<file path="config.mk">
export PLATFORM = sky130hd
export DESIGN_NAME = fifo_param
export DESIGN_NICKNAME = d
export VERILOG_FILES = /design/src/rtl/fifo_param.sv
export SDC_FILE = /design/constraint.sdc
export NUM_CORES = 1
export LEC_CHECK = 0
export CAP_MARGIN = 20
export CORE_ASPECT_RATIO = 0.6
export CORE_MARGIN = 10
export CORE_UTILIZATION = 56
export DETAILED_ROUTE_END_ITERATION = 8
export MAX_ROUTING_LAYER = met4
export PLACE_DENSITY = 0.83
export SYNTH_ARGS = -nofsm -noshare
export SYNTH_HDL_FRONTEND = slang
export SYNTH_SLANG_ARGS = --single-unit
</file>
<file path="constraint.sdc">
create_clock -name clk -period 10.1 [get_ports clk]
set_clock_uncertainty 0.1 [all_clocks]
set_input_delay 3.03 -clock clk [delete_from_list [all_inputs] [get_ports clk]]
set_output_delay 3.03 -clock clk [all_outputs]
set_load 0.01 [all_outputs]
</file>
<file path="src/rtl/fifo_param.sv">
// Parameterised synchronous FIFO with show-ahead output, optional full-pass
// push, almost-full flag and occupancy high-water mark.
module fifo_param #(
    parameter int unsigned WIDTH     = 8,
    parameter int unsigned DEPTH     = 4,
    parameter int unsigned AF_THRESH = DEPTH - 1,
    parameter int unsigned FULL_PASS = 0,
    localparam int unsigned CNT_W    = $clog2(DEPTH + 1),
    localparam int unsigned PTR_W    = (DEPTH > 1) ? $clog2(DEPTH) : 1
) (
    input  logic             clk,
    input  logic             rst_n,
    input  logic             flush,
    input  logic             push_valid,
    input  logic [WIDTH-1:0] push_data,
    output logic             push_ready,
    output logic             pop_valid,
    output logic [WIDTH-1:0] pop_data,
    input  logic             pop_ready,
    output logic [CNT_W-1:0] count,
    output logic             almost_full,
    output logic [CNT_W-1:0] max_count
);

    logic [WIDTH-1:0] mem_q [DEPTH];
    logic [WIDTH-1:0] mem_d [DEPTH];
    logic [PTR_W-1:0] wr_ptr_q, wr_ptr_d;
    logic [PTR_W-1:0] rd_ptr_q, rd_ptr_d;
    logic [CNT_W-1:0] count_q, count_d;
    logic [CNT_W-1:0] max_q, max_d;
    logic             not_full_c;
    logic             push_fire_c;
    logic             pop_fire_c;

    // Advance a pointer, wrapping at DEPTH-1 (works for any DEPTH)
    function automatic logic [PTR_W-1:0] ptr_inc(input logic [PTR_W-1:0] p);
        return (p == PTR_W'(DEPTH - 1)) ? '0 : p + PTR_W'(1);
    endfunction

    // Handshake and status outputs from registered state; reset forces idle values
    always_comb begin
        not_full_c  = (count_q != CNT_W'(DEPTH));
        pop_valid   = rst_n & (count_q != '0);
        if (FULL_PASS != 0) begin
            push_ready = ~rst_n | not_full_c | pop_ready;
        end else begin
            push_ready = ~rst_n | not_full_c;
        end
        almost_full = rst_n & (count_q >= CNT_W'(AF_THRESH));
        pop_data    = mem_q[rd_ptr_q];
        count       = count_q;
        max_count   = max_q;
        push_fire_c = push_valid & push_ready;
        pop_fire_c  = pop_valid & pop_ready;
    end

    // Next-state for storage, pointers, occupancy and high-water mark
    always_comb begin
        mem_d    = mem_q;
        wr_ptr_d = wr_ptr_q;
        rd_ptr_d = rd_ptr_q;
        count_d  = count_q + CNT_W'(push_fire_c) - CNT_W'(pop_fire_c);
        max_d    = max_q;
        if (flush) begin
            wr_ptr_d = '0;
            rd_ptr_d = '0;
            count_d  = '0;
            max_d    = '0;
        end else begin
            if (push_fire_c) begin
                mem_d[wr_ptr_q] = push_data;
                wr_ptr_d        = ptr_inc(wr_ptr_q);
            end
            if (pop_fire_c) begin
                rd_ptr_d = ptr_inc(rd_ptr_q);
            end
            if (count_d > max_q) begin
                max_d = count_d;
            end
        end
    end

    // Control state register with synchronous active-low reset
    always_ff @(posedge clk) begin
        if (!rst_n) begin
            wr_ptr_q <= '0;
            rd_ptr_q <= '0;
            count_q  <= '0;
            max_q    <= '0;
        end else begin
            wr_ptr_q <= wr_ptr_d;
            rd_ptr_q <= rd_ptr_d;
            count_q  <= count_d;
            max_q    <= max_d;
        end
    end

    // Data storage is never reset
    always_ff @(posedge clk) begin
        mem_q <= mem_d;
    end

endmodule
</file>
---- Word-level counts from Yosys, hierarchy flattened ----
Cells that the tools add are included.
operators by class
  add/subtract/negate cells ............... 4
  $mul .................................... 0
  div/mod/pow operators ................... 0
  magnitude comparators ................... 5
  equal/unequal tests ..................... 3
  shifts and indexed selects .............. 0
  multiplexer cells ....................... 8
  bitwise logic cells ..................... 9
  reductions and logical operators ........ 4
operator list
  cell                                                                count
  bitwise mux 32 bit                                                  1
  two-way mux 8 bit                                                   3
  binary-select mux 8 bit (select 2 bit)                              1
  demux 8 bit (select 2 bit)                                          1
  greater-or-equal comparator 3 bit (second input constant)           2
  inverter 2 -> 3 bit                                                 2
  adder 2 x 1 -> 2 bit (second input constant)                        2
  bitwise AND 1 bit                                                   4
  == test 2 bit (second input constant)                               2
  two-way mux 2 bit                                                   2
  adder 3 x 1 -> 3 bit                                                1
  greater-or-equal comparator 3 x 2 -> 1 bit (second input constant)  1
  > comparator 3 bit                                                  1
  less-than comparator 3 x 1 -> 1 bit (second input constant)         1
  inequality test 3 bit (second input constant)                       1
  nonzero test 3 bit                                                  1
  subtractor 3 x 1 -> 3 bit                                           1
  inverter 1 bit                                                      2
  AND reduction 2 bit                                                 1
  OR reduction 2 bit                                                  1
  logical AND 1 bit                                                   1
  bitwise OR 1 bit                                                    1
storage, ports and cells
  register bits ........................... 42
  latch bits .............................. 0
  memory bits (writable) .................. 0
  bits in read-only memories .............. 0
  word-level logic and storage cells ...... 41
  memories kept ........................... 0

---- Logic depth before layout (Yosys ltp) ----
  depth after elaboration ................. 6
  mapped depth ............................ 12

---- Worst setup path after synthesis ----
Ideal clock, no wire load.
  kind .................................... input to output
  from .................................... in rst_n
  to ...................................... out almost_full
  data arrival time ....................... 3.330 ns
  required time ........................... 6.970 ns
  setup slack ............................. 3.640 ns
  stages on the path ...................... 1
  path through ............................ a21boi_0
between the ends
  longest elaborated chain between the ends .. 1
ends and longest elaborated chain
  element            RTL line  text
  start, declared    12        input logic rst_n,
  bitwise AND 1 bit  49        almost_full = rst_n & (count_q >= CNT_W'(AF_THRESH));
  end, declared      21        output logic almost_full,
Every way passes these cells.

---- Worst setup path after layout ----
Same ends and word-level chain as after synthesis.

==> key figures <==
Routing
  • Routed via count: 1032
  • Drt first pass iters: 4
  • Routed WL: 3470 um
  • Routed wire per std cell: 18.0 um
  • Remaining DRCs: 0
  • Via density: 5.35
  • Detail Route Antenna Nets: 0
  • Detailed Route Iter0 Violations: 35

Floorplan
  • Chip width: 93.2 um
  • Number of I/O pins: 30
  • Core area: 0.00297 mm^2
  • Initial Utilization: 60.7%
  • Die Span Y: 63.9 um
  • Die area: 0.00596 mm^2
  • Cell Rows: 15

Clock network
  • CTS tree: done
  • Root Buffer: clkbuf_8
  • H-Tree Depth: 2
  • Clock transition at the registers of the reported paths: 0.08 ns
  • Inserted Clock Buffers: 5
  • Setup Fix Bufs, Post-CTS: 0
  • Cts hold-fix bufs: 0
  • Worst-skew pair later-pin latency: 0.28 ns
  • Clock Tree Buf Depth: 2
  • Clock sink total: 42
  • Cts repair resizes: 0

Yosys
  • Post-synth EDFFs: 32
  • YS warnings: 0
  • Seq cells post-synth: 42
  • Most common flop cell mapped by yosys: edfxtp_1
  • Syn Inst Count: 116
  • Asr flop ratio synth: 0%
  • Avg Inst Size Synth: 15.5 um^2
  • Synthesized area: 0.00180 mm^2
  • Synth unique cells: 26
  • Syn nets: 141
  • Sequential-to-total area share from yosys stat: 64.5%

Setup path
  • CP Max Fanout: 5
  • CP Capture Type: output port
  • Critical Path Source Type: primary input
  • Worst Path Arrival: 4.36 ns
  • Crit path kind: in2out
  • Worst path required time: 6.97 ns

Power
  • VDD IR-drop max: 99.7 uV
  • Leak pwr: 0.000806 uW
  • Pwr/cell area: 159 mW/mm^2

Timing
  • Final min period: 7.49 ns
  • Final setup fails: 0
  • Period Utilization, post-route: 74.1%
  • Final Hold Viols: 0
  • RSZ-0062 raised after global routing: false
  • Min Hold Slack: 0.394 ns
  • Fin. max-slew vios: 0
  • Setup ws final: 2.61 ns
  • Worst-Margin Slew: 0.641 ns
  • Slew headroom: 57.2%
  • Peak Freq: 134 MHz
  • Setup tns final: 0 ns

Layout
  • Final #Nets: 175
  • Layout cells sized above 1: 14.6%
  • Commonest non-fill, non-tap cell in the layout: edfxtp_1
  • Ant. Diodes: 0
  • Commonest non-fill, non-tap cells in the layout: edfxtp_1 (32), clkdlybuf4s50_1 (29), inv_1 (13)
  • Final cell count without fillers: 193
  • Synth-to-layout area growth: 24.6%

Place
  • Placer Congestion: 0.848
  • Cell count after placement: 185
  • Pre-CTS WS: 2.61 ns
  • IO buf count: 29
  • DPL Wire Length: 2740 um

Global routing
  • Largest net degree at the start of global routing: 14
  • Tot GR Track Use: 13.0%
  • Vias in the first global route: 1107
  • First-pass GRT wire length: 5780 um
  • Grt ovf: 0
  • Initial antenna violation count: 0

Status
  • Status: complete, no violations

Run
  • Maxcap violations: 0

Worst hold path
  • Hold WC Path Type: reg2reg
-- flip-flops by register name, indices dropped and copies added, names as in the netlist --
register and cells:
mem_q 32, count 3, max_count 3, wr_ptr_q 2, rd_ptr_q 2
-- kinds of logic after synthesis --
kind of cell / count (synthesis) / synth area share (%)
adders and majority gates: 12 / 8.76
AOI/OAI and AO/OA: 9 / 3.47
buffers and inverters: 15 / 3.20
and+or+nand+nor: 26 / 7.92
muxes: 11 / 11.7
DFF: 42 / 64.5
xor gates and xnor gates: 1 / 0.487
-- metrics by stage --
step                util (%)  power (uW)  cell area (um^2)
floorplan                  -         216              1800
global placement        72.0         232              2130
detailed placement      72.0         235              2130
CTS                     75.7         358              2240
global route            75.7         370              2240
finish                  75.7         356              2240
-- Yosys cell counts, types with 2 or more instances --
library cell / count / area, um^2
nor2b_1: 2 / 12.5
or3_1: 2 / 12.5
inv_1: 13 / 48.8
and2_1: 4 / 25.0
ha_1: 11 / 138
nand3_1: 3 / 15.0
mux4_2: 8 / 180
nand2_2: 2 / 12.5
mux2i_1: 3 / 30.0
a21oi_1: 3 / 15.0
dfxtp_1: 10 / 200
edfxtp_1: 32 / 961
nand2_1: 10 / 37.5
-- final timing paths --
path	start	end	slack (ns)	depth (start not counted)
setup reg to reg	count[0]	max_count[1]	6.98	12
hold reg to reg	max_count[2]	max_count[2]	0.39	2
setup / recovery	rst_n	almost_full	2.61	3
hold / removal	max_count[2]	max_count[2]	0.39	2
-- final cells by class --
cell class,count,area [um^2]
clock buffer,5,68.8
clock inverter,3,40.0
fill,197,722
inverter,13,48.8
multi-input combinational,59,582
sequential,42,1160
tap,42,52.6
timing repair buffer,29,290
-- metal layers --
metal	vias up	routed length, um	global-route usage (%)
met5	-	0	-
met4	0	4	2.87
met3	2	158	4.43
met2	25	1680	20.5
met1	515	1630	16.0
li1	490	-	-
-- power breakdown --
| group | internal [uW] | total [uW] | switching (uW) |
|---|---|---|---|
| Sequential | 189 | 192 | 2.78 |
| Clock | 72.7 | 125 | 52.5 |
| Combinational | 20.5 | 38.6 | 18.2 |
-- critical path: stages --
cell and delay (ns):
clkdlybuf4s50_1 0.54, a21boi_0 0.20, clkdlybuf4s50_1 0.58
Note: power is estimated with default switching activity, not from simulation.
